$ cat config.mk
export PLATFORM = sky130hd
export DESIGN_NAME = ifu_fetch_flat
export DESIGN_NICKNAME = d
export VERILOG_FILES = /design/src/rtl/ifu_fetch_if.sv /design/src/rtl/ifu_fetch.sv /design/src/flat_wrapper.sv
export SDC_FILE = /design/constraint.sdc
export NUM_CORES = 1
export LEC_CHECK = 0
export BUFFER_PORTS_ARGS = -buffer_cell sky130_fd_sc_hd__buf_2
export CAP_MARGIN = 20
export CELL_PAD_IN_SITES_DETAIL_PLACEMENT = 2
export CELL_PAD_IN_SITES_GLOBAL_PLACEMENT = 2
export CORE_MARGIN = 2
export CORE_UTILIZATION = 26
export CTS_BUF_LIST = sky130_fd_sc_hd__clkbuf_8
export DETAILED_ROUTE_END_ITERATION = 6
export PLACE_DENSITY = 0.83
export SYNTH_ARGS = -nofsm -noshare
export SYNTH_HDL_FRONTEND = slang
export SYNTH_SLANG_ARGS = --single-unit
$ cat constraint.sdc
create_clock -name clk -period 4.1 [get_ports clk]
set_input_delay 0.205 -clock clk [delete_from_list [all_inputs] [get_ports clk]]
set_output_delay 0.205 -clock clk [all_outputs]
set_load 0.05 [all_outputs]
$ cat src/rtl/ifu_fetch_if.sv
// Instruction-memory read channel (AR + R) between the fetch unit and imem.
interface ifu_fetch_if;
   logic        arvalid;
   logic [31:0] araddr;
   logic        arready;
   logic        rvalid;
   logic [31:0] rdata;
   logic [1:0]  rresp;
   logic        rready;

   modport master (output arvalid, araddr, rready,
                   input  arready, rvalid, rdata, rresp);
   modport slave  (input  arvalid, araddr, rready,
                   output arready, rvalid, rdata, rresp);
endinterface

$ cat src/rtl/ifu_fetch.sv
// Fetch stage: one non-pipelined instruction read per retire handshake.
//
// state  | meaning
// S_REQ  | drive read address for pc until accepted (or flag misaligned pc)
// S_WAIT | await read data, bounded by the response timer
// S_HOLD | instruction valid for the decoder; wait for pc_update
// S_ERR  | fetch fault recorded; terminal until reset
module ifu_fetch #(
   parameter logic [31:0] RESET_PC = 32'h8000_0000,
   parameter logic [7:0]  MAX_WAIT = 8'd255,
   parameter logic [31:0] NOP_INST = 32'h0000_0013
) (
   input  logic          clk,
   input  logic          rst,
   ifu_fetch_if.master   imem,
   input  logic          pc_update,
   input  logic [31:0]   dnpc,
   output logic [31:0]   pc,
   output logic [31:0]   instruction,
   output logic          IFU_done,
   output logic          fetch_err,
   output logic [1:0]    err_cause
);

   typedef enum logic [1:0] {S_REQ, S_WAIT, S_HOLD, S_ERR} state_t;

   state_t      state_q, state_d;
   logic [31:0] pc_q, pc_d;
   logic [31:0] instr_q, instr_d;
   logic        done_q, done_d;
   logic        err_q, err_d;
   logic [1:0]  cause_q, cause_d;
   logic [7:0]  wait_cnt_q, wait_cnt_d;
   logic        arvalid, rready;

   always_comb begin
      state_d    = state_q;
      pc_d       = pc_q;
      instr_d    = instr_q;
      done_d     = 1'b0;
      err_d      = err_q;
      cause_d    = cause_q;
      wait_cnt_d = wait_cnt_q;
      arvalid    = 1'b0;
      rready     = 1'b0;
      case (state_q)
         S_REQ: begin
            if (pc_q[1:0] != 2'b00) begin
               state_d = S_ERR;
               err_d   = 1'b1;
               cause_d = 2'd1;
            end else begin
               arvalid = 1'b1;
               if (imem.arready) begin
                  state_d    = S_WAIT;
                  // down-counter: reaching zero marks the MAX_WAIT-th wait cycle
                  wait_cnt_d = MAX_WAIT - 8'd1;
               end
            end
         end
         S_WAIT: begin
            rready = 1'b1;
            if (imem.rvalid) begin
               if (imem.rresp == 2'b00) begin
                  instr_d = imem.rdata;
                  done_d  = 1'b1;
                  state_d = S_HOLD;
               end else begin
                  state_d = S_ERR;
                  err_d   = 1'b1;
                  cause_d = 2'd2;
               end
            end else if (wait_cnt_q == 8'd0) begin
               state_d = S_ERR;
               err_d   = 1'b1;
               cause_d = 2'd3;
            end else begin
               wait_cnt_d = wait_cnt_q - 8'd1;
            end
         end
         S_HOLD: begin
            if (pc_update) begin
               pc_d    = dnpc;
               state_d = S_REQ;
            end
         end
         default: begin
         end
      endcase
   end

   always_ff @(posedge clk) begin
      if (rst) begin
         state_q    <= S_REQ;
         pc_q       <= RESET_PC;
         instr_q    <= NOP_INST;
         done_q     <= 1'b0;
         err_q      <= 1'b0;
         cause_q    <= 2'd0;
         wait_cnt_q <= 8'd0;
      end else begin
         state_q    <= state_d;
         pc_q       <= pc_d;
         instr_q    <= instr_d;
         done_q     <= done_d;
         err_q      <= err_d;
         cause_q    <= cause_d;
         wait_cnt_q <= wait_cnt_d;
      end
   end

   assign imem.arvalid = arvalid;
   assign imem.araddr  = pc_q;
   assign imem.rready  = rready;

   assign pc          = pc_q;
   assign instruction = instr_q;
   assign IFU_done    = done_q;
   assign fetch_err   = err_q;
   assign err_cause   = cause_q;

endmodule

$ cat src/flat_wrapper.sv
// flat-port wrapper written by rule: the top's interface ports become plain ports
module ifu_fetch_flat 
#(
   parameter logic [31:0] RESET_PC = 32'h8000_0000,
   parameter logic [7:0]  MAX_WAIT = 8'd255,
   parameter logic [31:0] NOP_INST = 32'h0000_0013
)
  (clk, rst, pc_update, dnpc, pc, instruction, IFU_done, fetch_err, err_cause, imem_arvalid, imem_araddr, imem_rready, imem_arready, imem_rvalid, imem_rdata, imem_rresp);
  ifu_fetch_if imem_i ();
  input  logic clk;
  input  logic rst;
  input  logic pc_update;
  input  logic [31:0] dnpc;
  output logic [31:0] pc;
  output logic [31:0] instruction;
  output logic IFU_done;
  output logic fetch_err;
  output logic [1:0] err_cause;
  output wire logic [$bits(imem_i.arvalid)-1:0] imem_arvalid;
  output wire logic [$bits(imem_i.araddr)-1:0] imem_araddr;
  output wire logic [$bits(imem_i.rready)-1:0] imem_rready;
  input wire logic [$bits(imem_i.arready)-1:0] imem_arready;
  input wire logic [$bits(imem_i.rvalid)-1:0] imem_rvalid;
  input wire logic [$bits(imem_i.rdata)-1:0] imem_rdata;
  input wire logic [$bits(imem_i.rresp)-1:0] imem_rresp;
  assign imem_arvalid = imem_i.arvalid;
  assign imem_araddr = imem_i.araddr;
  assign imem_rready = imem_i.rready;
  assign imem_i.arready = imem_arready;
  assign imem_i.rvalid = imem_rvalid;
  assign imem_i.rdata = imem_rdata;
  assign imem_i.rresp = imem_rresp;
  ifu_fetch #(.RESET_PC(RESET_PC), .MAX_WAIT(MAX_WAIT), .NOP_INST(NOP_INST)) u_core (.clk(clk), .rst(rst), .imem(imem_i), .pc_update(pc_update), .dnpc(dnpc), .pc(pc), .instruction(instruction), .IFU_done(IFU_done), .fetch_err(fetch_err), .err_cause(err_cause));
endmodule
==> out/results.md, run 1 <==
| Group | Parameter | This run |
|---|---|---|
| worst hold path | Endpoint with the worst hold slack | u_core.instruction[0]$_SDFFE_PP1P_ |
| clock tree | Post-CTS sizing | 0 |
| sta | F_max | 0.455 GHz |
| clock tree | CTS max path bufs | 2 |
| sta | Normalized max-slew margin | 59.2% |
| clock tree | Register clock-pin slew on the reported worst setup and hold paths | 0.08 ns |
| grt | Routing usage on met1 | 17.8% |
| logic synthesis | Synth Area in XOR/XNOR | 0% |
| grt | Wire length of the first global-routing pass | 17400 um |
| floorplanning | Starting density of the core | 26.3% |
| grt | GRT met2 Usage | 29.5% |
| flow run | Max-cap violations | 0 |
| final layout | Fill cell instance count of the final layout | 1491 |
| logic synthesis | Synth top cells by count | 134 x nand2_1, 78 x dfxtp_1, 69 x a21oi_1 |
| setup path | R2r endpoint | u_core.err_cause[1]$_SDFFE_PP0P_ |
| drt | Via-per-instance ratio | 4.61 |
| sta | Total negative slack for setup checks | 0 ns |
| logic synthesis | Combinational family with the most area after synthesis | simple AND/OR/NAND/NOR gates |
| logic synthesis | Multiplexer share of the synthesized area | 0% |
| setup path | Length in cells of the worst reg-to-reg path | 6 |
| sta | RSZ-0062 raised after global routing | false |
| sta | Hold violation count in the final report | 0 |
| logic synthesis | EDFF count, synth | 0 |
| logic synthesis | Post-synthesis share of cell area spent on full adders, half adders and majority gates | 1.91% |
| floorplanning | Overall die area | 0.0135 sq mm |
| final layout | Number of antenna cells inserted | 0 |
| grt | Global routing usage on met3 | 6.38% |
| final layout | Syn-to-layout area delta | 31.7% |
| clock tree | Post-CTS Repair Setup Buffers | 0 |
| setup path | Highest fanout seen on the critical path | 34 |
| final layout | Flip-flop and latch area | 0.00156 sq mm |
| grt | GRT busiest layer | met2 |
| place | Final HPWL DP | 8390 um |
| sta | Final period util | 53.7% |
| logic synthesis | Average cell area after synthesis | 7.92 sq um |
| clock tree | Worst skew pair latency | 0.35 ns |
| sta | Clock skew after layout | 0.00505 ns |
| logic synthesis | Post-Synthesis Cell Area | 0.00328 sq mm |
| sta | Period minus WS final | 2.20 ns |
| clock tree | CTS Hold Buffers Added | 0 |
| logic synthesis | Most frequent cell after synthesis | nand2_1 |
| logic synthesis | Warnings from Yosys | 0 |
| drt | Antenna-violating nets left | 0 |
| setup path | Data required time of the worst path | 4.36 ns |
| final layout | Design Area, Final | 0.00432 sq mm |
| logic synthesis | Share of the yosys chip area belonging to registers | 47.6% |
| clock tree | Clock tree from TritonCTS | built |
| sta | Hold slack | 0.0594 ns |
| drt | Routed via count | 3325 |
| setup path | Reg-to-Reg Start | u_core.state_q[1]$_SDFFE_PP0P_ |
| clock tree | Sink count of the clock tree | 78 |
| floorplanning | Vertical extent of the die | 116 um |
| place | Number of port buffers | 172 |
| setup path | Cell with the largest stage delay on the worst path | ha_1 |
| logic synthesis | Post-synthesis compound-gate area fraction | 16.8% |
| floorplanning | I/O pin cnt | 173 |
| logic synthesis | Post-synth top flop | dfxtp_1 |
| place | Placed cell area | 0.00408 sq mm |
| power | Leakage power | 1.98 nW |
| logic synthesis | Async SR Flop Fraction | 0% |
| setup path | Endpoint type of the worst setup path | register |
| grt | Pin count of the biggest net entering global routing | 53 |
| setup path | Worst setup SP type | register |
| final layout | # nets final | 621 |
| setup path | Critical Path, Cell by Cell | inv_1 > ha_1 > nor4bb_4 > buf_4 > nor3_1 > a221oi_1 |
| logic synthesis | Flip-flop and latch count after synthesis | 78 |
| power | Total power draw | 2.63 mW |
| clock tree | Root buffer cell | clkbuf_8 |
| floorplanning | Core footprint | 0.0125 sq mm |
| final layout | Combined area of the multi-input logic cells | 0.00136 sq mm |
| setup path | Worst reg2reg setup slack | 1.90 ns |
| drt | Sum of routed wire length over all layers | 11200 um |
| power | Maximum vdd ir drop | 0.000208 V |
| grt | Antenna violations before repair | 0 |
| floorplanning | Width of the die | 116 um |
| sta | Setup-failing EPs final | 0 |
| grt | Overall track demand over capacity in global routing | 16.5% |
| drt | Starting DRT DRC Count | 91 |
| grt | Vias in the first global route | 3455 |
| logic synthesis | Syn_nets | 490 |
| logic synthesis | Number of distinct library cells after synthesis | 38 |
| sta | Slew of the pin with the lowest slew margin | 0.611 ns |
| logic synthesis | Top cell type's share of synthesized area | 47.6% |
| sta | Pins Over Slew Limit | 0 |
| setup path | Path type of the worst setup path | register to register |
| logic synthesis | Simple-gate share of the synthesized area | 22.2% |
| drt | First-pass iteration count of the detailed router | 4 |
| clock tree | Number of buffers inserted during clock tree synthesis | 9 |
| final layout | Layout cell share with drive strength beyond 1 | 35.8% |
| power | Power density over the cells | 610 mW/mm^2 |
| logic synthesis | Dominant cell type by area after synthesis | dfxtp_1 |
| drt | DRC violations left | 0 |
| setup path | Worst stage delay on the critical path | 0.46 ns |
| clock tree | Number of levels in the clock H-tree | 3 |
| worst hold path | Min-Delay Path Depth | 3 |
| grt | Total global routing overflow | 0 |
| run status | Result of the run | finished, final reports clean |
| worst hold path | Worst min-delay path class | input pin to register |
| logic synthesis | Most area-consuming cells after synthesis | dfxtp_1 48%, nand2_1 15%, a21oi_1 11%, buf_4 7.3%, clkbuf_1 2.5% |
| worst hold path | Startpoint of the tightest hold check path | imem_rdata[0] |
| floorplanning | Num rows | 41 |
| place | Global placement routability congestion | 0.778 |
| setup path | Arrival time reported for the critical path endpoint | 2.46 ns |
| drt | Average wire per standard cell | 15.5 um |
| logic synthesis | Mapped Cells | 414 |
==> state kept, by name, summed over array words and instances (netlist names) <==
register and count:
u_core.imem.araddr 32, u_core.instruction 32, u_core.wait_cnt_q 8, u_core.err_cause 2
u_core.state_q 2, u_core.IFU_done 1, u_core.fetch_err 1
==> cells by family (layout without fill, tap and decap cells) <==
kind of cell / count (synthesis) / count (layout)
DFF: 78 / 78
AOI/OAI and AO/OA: 96 / 96
and+or+nand+nor: 169 / 169
buffers and inverters: 66 / 202
adders and majority gates: 5 / 5
==> cells in the final DEF, fill, tap and decap left out, drive strengths merged, types with 6 or more instances in the layout <==
cell    Yosys  final
nor2        7      7
inv         9     11
a21oi      69     69
o21ai       9      9
buf        35    177
nand2     134    134
clkbuf     22     10
nand3       6      6
dfxtp      78     78
==> cell type report <==
type                            count  area share, %
Tap cell                          172           4.98
Clock buffer                       10           3.19
Inverter                            9          0.782
Multi-Input combinational cell    270           31.4
Clock inverter                      6           1.80
Sequential cell                    78           36.1
Timing Repair Buffer              177           21.7
==> per-layer routing <==
metal | part of all wire [%] | vias to the layer above
li1 | - | 1608
met2 | 49 | 128
met1 | 40 | 1579
met3 | 9.7 | 10
met5 | 0 | -
met4 | 1.3 | 0
==> power by group <==
| group | switching, mW | total [mW] | internal (mW) |
|---|---|---|---|
| sequential | 0.0959 | 0.947 | 0.851 |
| clock | 0.283 | 0.636 | 0.353 |
| combinational | 0.736 | 1.05 | 0.316 |
==> worst max path at each step <==
stage	from	endpoint	slack [ns]	cells after the start
3_5_place_dp	u_core.state_q[1]$_SDFFE_PP0P_	u_core.instruction[3]$_SDFFE_PP0P_	1.65	6
4_1_cts	u_core.state_q[1]$_SDFFE_PP0P_	u_core.instruction[3]$_SDFFE_PP0P_	1.60	6
5_1_grt	u_core.state_q[1]$_SDFFE_PP0P_	u_core.err_cause[1]$_SDFFE_PP0P_	1.57	7
3_3_place_gp	u_core.state_q[1]$_SDFFE_PP0P_	u_core.err_cause[0]$_SDFFE_PP0P_	1.78	5
6_report	u_core.state_q[1]$_SDFFE_PP0P_	u_core.err_cause[1]$_SDFFE_PP0P_	1.90	6
2_1_floorplan	u_core.state_q[1]$_SDFFE_PP0P_	u_core.wait_cnt_q[1]$_SDFFE_PP0P_	2.13	7
==> worst max-delay path, delay by kind of cell, from the launching register on <==
kind                       cells  cell delay (ns)
AOI/OAI and AO/OA              1             0.31
adders and majority gates      1             0.46
buffers and inverters          2             0.49
DFF                            1             0.32
and+or+nand+nor                2             0.52
==> through the flow <==
| step | util (%) | setup WS (ns) | cells |
|---|---|---|---|
| after floorplan | - | 2.13 | 414 |
| final | 34.7 | 1.90 | 722 |
| after global placement | 32.5 | 1.78 | 704 |
| after CTS | 34.4 | 1.60 | 721 |
| after global routing | 34.7 | 1.57 | 722 |
| after detailed placement | 32.7 | 1.65 | 705 |
Note: power is estimated with default switching activity, not from simulation.
==> run 2: changes to the inputs <==
--- a/config.mk
+++ b/config.mk
@@ -10,10 +10,10 @@
 export CELL_PAD_IN_SITES_DETAIL_PLACEMENT = 2
 export CELL_PAD_IN_SITES_GLOBAL_PLACEMENT = 2
 export CORE_MARGIN = 2
-export CORE_UTILIZATION = 26
+export CORE_UTILIZATION = 22
 export CTS_BUF_LIST = sky130_fd_sc_hd__clkbuf_8
 export DETAILED_ROUTE_END_ITERATION = 6
-export PLACE_DENSITY = 0.83
+export PLACE_DENSITY = 0.75
 export SYNTH_ARGS = -nofsm -noshare
 export SYNTH_HDL_FRONTEND = slang
 export SYNTH_SLANG_ARGS = --single-unit
==> constraint.sdc (replaced) <==
create_clock -name clk -period 1.94 [get_ports clk]
set_input_delay 0.097 -clock clk [delete_from_list [all_inputs] [get_ports clk]]
set_output_delay 0.097 -clock clk [all_outputs]
set_load 0.05 [all_outputs]
==> run 2 against run 1 <==
Against the previous run:
- utilization is 0.21 points lower
- global-route usage hardly changed
- critical endpoint is now u_core.wait_cnt_q[6]$_SDFFE_PP0P_
- largest power group unchanged
- largest cell class is now buffers
- via count is 10% higher
- non-clock buffer count is 67 higher
==> out/results.md, run 2 (synthesized netlist as in run 1, its figures left out) <==
| Group | Parameter | This run | vs previous |
|---|---|---|---|
| final layout | Fill cell instance count of the final layout | 1675 | was 1491 |
| clock tree | Register clock-pin slew on the reported worst setup and hold paths | 0.08 ns | about the same |
| power | Leakage power | 2.24 nW | was 1.98 nW |
| clock tree | Root buffer cell | clkbuf_8 | unchanged |
| final layout | Layout cell share with drive strength beyond 1 | 33.7% | was 35.8% |
| grt | Overall track demand over capacity in global routing | 16.6% | was 16.5% |
| setup path | Data required time of the worst path | 2.22 ns | was 4.36 ns |
| drt | DRC violations left | 0 | unchanged |
| setup path | Kind of cell adding the most delay to the critical path | compound AO/OA/AOI/OAI gates | was simple AND/OR/NAND/NOR gates |
| sta | Slew of the pin with the lowest slew margin | 0.483 ns | was 0.611 ns |
| final layout | Syn-to-layout area delta | 52.6% | was 31.7% |
| grt | Wire length of the first global-routing pass | 21100 um | was 17400 um |
| drt | Via-per-instance ratio | 4.58 | was 4.61 |
| sta | Normalized max-slew margin | 67.3% | was 59.2% |
| clock tree | Sink count of the clock tree | 78 | unchanged |
| drt | Routed via count | 3669 | was 3325 |
| drt | Average wire per standard cell | 16.3 um | was 15.5 um |
| worst hold path | Worst min-delay path class | input pin to register | unchanged |
| final layout | End-of-flow core utilization | 34.4% | was 34.7% |
| setup path | Arrival time reported for the critical path endpoint | 2.09 ns | was 2.46 ns |
| floorplanning | Core footprint | 0.0145 sq mm | was 0.0125 sq mm |
| setup path | Endpoint type of the worst setup path | register | unchanged |
| grt | Pin count of the biggest net entering global routing | 37 | was 53 |
| floorplanning | I/O pin cnt | 173 | unchanged |
| sta | Final WS setup | 0.128 ns | was 1.90 ns |
| final layout | Flip-flop and latch area | 0.00156 sq mm | about the same |
| floorplanning | Vertical extent of the die | 126 um | was 116 um |
| setup path | Cell with the largest stage delay on the worst path | or3b_1 | was ha_1 |
| sta | Clock skew after layout | 0.0132 ns | was 0.00505 ns |
| setup path | Highest fanout seen on the critical path | 5 | was 34 |
| sta | Pins Over Slew Limit | 0 | unchanged |
| sta | Setup-failing EPs final | 0 | unchanged |
| clock tree | Number of levels in the clock H-tree | 3 | unchanged |
| power | Power density over the cells | 1160 mW/mm^2 | was 610 mW/mm^2 |
| place | Final HPWL DP | 8550 um | was 8390 um |
| drt | Antenna-violating nets left | 0 | unchanged |
| grt | Antenna violations before repair | 0 | unchanged |
| final layout | # nets final | 688 | was 621 |
| clock tree | CTS max path bufs | 2 | unchanged |
| final layout | Combined area of the multi-input logic cells | 0.00138 sq mm | was 0.00136 sq mm |
| sta | Final period util | 93.4% | was 53.7% |
| floorplanning | Width of the die | 126 um | was 116 um |
| clock tree | Clock tree from TritonCTS | built | unchanged |
| clock tree | Worst skew pair latency | 0.37 ns | was 0.35 ns |
| final layout | Number of antenna cells inserted | 0 | unchanged |
| grt | Vias in the first global route | 4004 | was 3455 |
| sta | RSZ-0062 raised after global routing | true | was false |
| setup path | Number of buffer and inverter instances along the worst setup path | 1 | was 2 |
| floorplanning | Overall die area | 0.0159 sq mm | was 0.0135 sq mm |
| setup path | Path type of the worst setup path | register to register | unchanged |
| place | Number of port buffers | 172 | unchanged |
| clock tree | Number of buffers inserted during clock tree synthesis | 9 | unchanged |
| floorplanning | Num rows | 44 | was 41 |
| floorplanning | Starting density of the core | 22.6% | was 26.3% |
| run status | Result of the run | finished, final reports clean | unchanged |
| grt | Total global routing overflow | 0 | unchanged |
| setup path | Worst setup SP type | register | unchanged |
| final layout | Commonest cells after routing, fill and taps aside | 171 x buf_2, 134 x nand2_1, 76 x dfxtp_1, 69 x a21oi_1, 64 x dlygate4sd3_1 | was 172 x buf_2, 134 x nand2_1, 78 x dfxtp_1, 69 x a21oi_1, 11 x inv_1 |
| place | Pre-CTS worst setup slack | -0.0480 ns | was 1.65 ns |
| sta | Hold violation count in the final report | 0 | unchanged |
| setup path | Worst stage delay on the critical path | 0.39 ns | was 0.46 ns |
| place | Global placement routability congestion | 0.724 | was 0.778 |
| drt | Starting DRT DRC Count | 92 | was 91 |
| sta | F_max | 0.552 GHz | was 0.455 GHz |
| sta | Period minus WS final | 1.81 ns | was 2.20 ns |
| final layout | Most frequent standard cell in the layout excluding fill and tap cells | buf_2 | unchanged |
| drt | Sum of routed wire length over all layers | 13100 um | was 11200 um |
| setup path | Critical Path, Cell by Cell | inv_1 > ha_1 > or3b_1 > o41ai_1 > a21oi_1 > a211oi_1 | was inv_1 > ha_1 > nor4bb_4 > buf_4 > nor3_1 > a221oi_1 |
| clock tree | Post-CTS Repair Setup Buffers | 0 | unchanged |
| power | Maximum vdd ir drop | 0.000321 V | was 0.000208 V |
| flow run | Max-cap violations | 0 | unchanged |
| drt | First-pass iteration count of the detailed router | 4 | unchanged |
-- run 2: cell types whose count changed in the layout (fill, tap and decap cells not counted), moves of 2 or more --
cell / previous run / this run
ha_1: 5 / 3
dlygate4sd3_1: 0 / 64
buf_16: 2 / 0
inv_1: 11 / 9
clkinvlp_4: 0 / 2
dfxtp_2: 0 / 2
buf_4: 3 / 8
dfxtp_1: 78 / 76
-- run 2: timing repair --
| action | CTS | global route |
|---|---|---|
| hold buffers | 64 | 0 |
| setup endpoints to repair | 3 | 2 |
| hold endpoints to repair | 64 | 0 |
| gates resized for setup | 4 | 2 |
-- run 2: path summary, 6_finish.rpt --
check / startpoint / to / slack [ns] / depth (start not counted)
hold / removal: rst / u_core.fetch_err$_SDFFE_PP0P_ / 0.07 / 2
setup / recovery: u_core.wait_cnt_q[0]$_SDFFE_PP0P_ / u_core.wait_cnt_q[6]$_SDFFE_PP0P_ / 0.13 / 6
hold reg to reg: u_core.instruction[19]$_SDFFE_PP0P_ / u_core.instruction[19]$_SDFFE_PP0P_ / 0.45 / 2
setup reg to reg: u_core.wait_cnt_q[0]$_SDFFE_PP0P_ / u_core.wait_cnt_q[6]$_SDFFE_PP0P_ / 0.13 / 6
-- run 2: power breakdown --
| part | leakage, nW | switching [mW] | internal [mW] |
|---|---|---|---|
| clock | 0.110 | 0.634 | 0.718 |
| sequential | 0.633 | 0.219 | 1.80 |
| combinational | 1.50 | 1.61 | 0.832 |
| total | 2.24 | 2.46 | 3.35 |
-- run 2: area by class of cell --
cell class / instances / share of cell area [%]
multi-input cells: 270 / 27.6
inverters: 9 / 0.750
repair buffers: 244 / 31.5
clock inverters: 7 / 1.80
well taps: 184 / 4.60
clock buffers: 9 / 2.47
flip-flops and latches: 78 / 31.2
-- run 2: through the flow --
stage               hold WS [ns]  setup TNS (ns)  power (mW)  instance area [sq um]  instances
detailed placement         0.318         -0.0694        4.31                   4120        721
CTS                       0.0425               0        5.86                   4990        801
global route              0.0812         -0.0174        6.20                   5010        801
floorplan                  0.221               0        3.72                   3290        414
global placement           0.308               0        4.21                   4120        721
finish                    0.0747               0        5.81                   5010        801
-- run 2: metal layers --
| layer | global-route usage, % | vias up | routed length [um] |
|---|---|---|---|
| li1 | - | 1742 | - |
| met5 | 0 | - | 0 |
| met1 | 18.1 | 1767 | 5220 |
| met4 | 4.72 | 0 | 196 |
| met3 | 5.90 | 14 | 975 |
| met2 | 30.3 | 146 | 6670 |
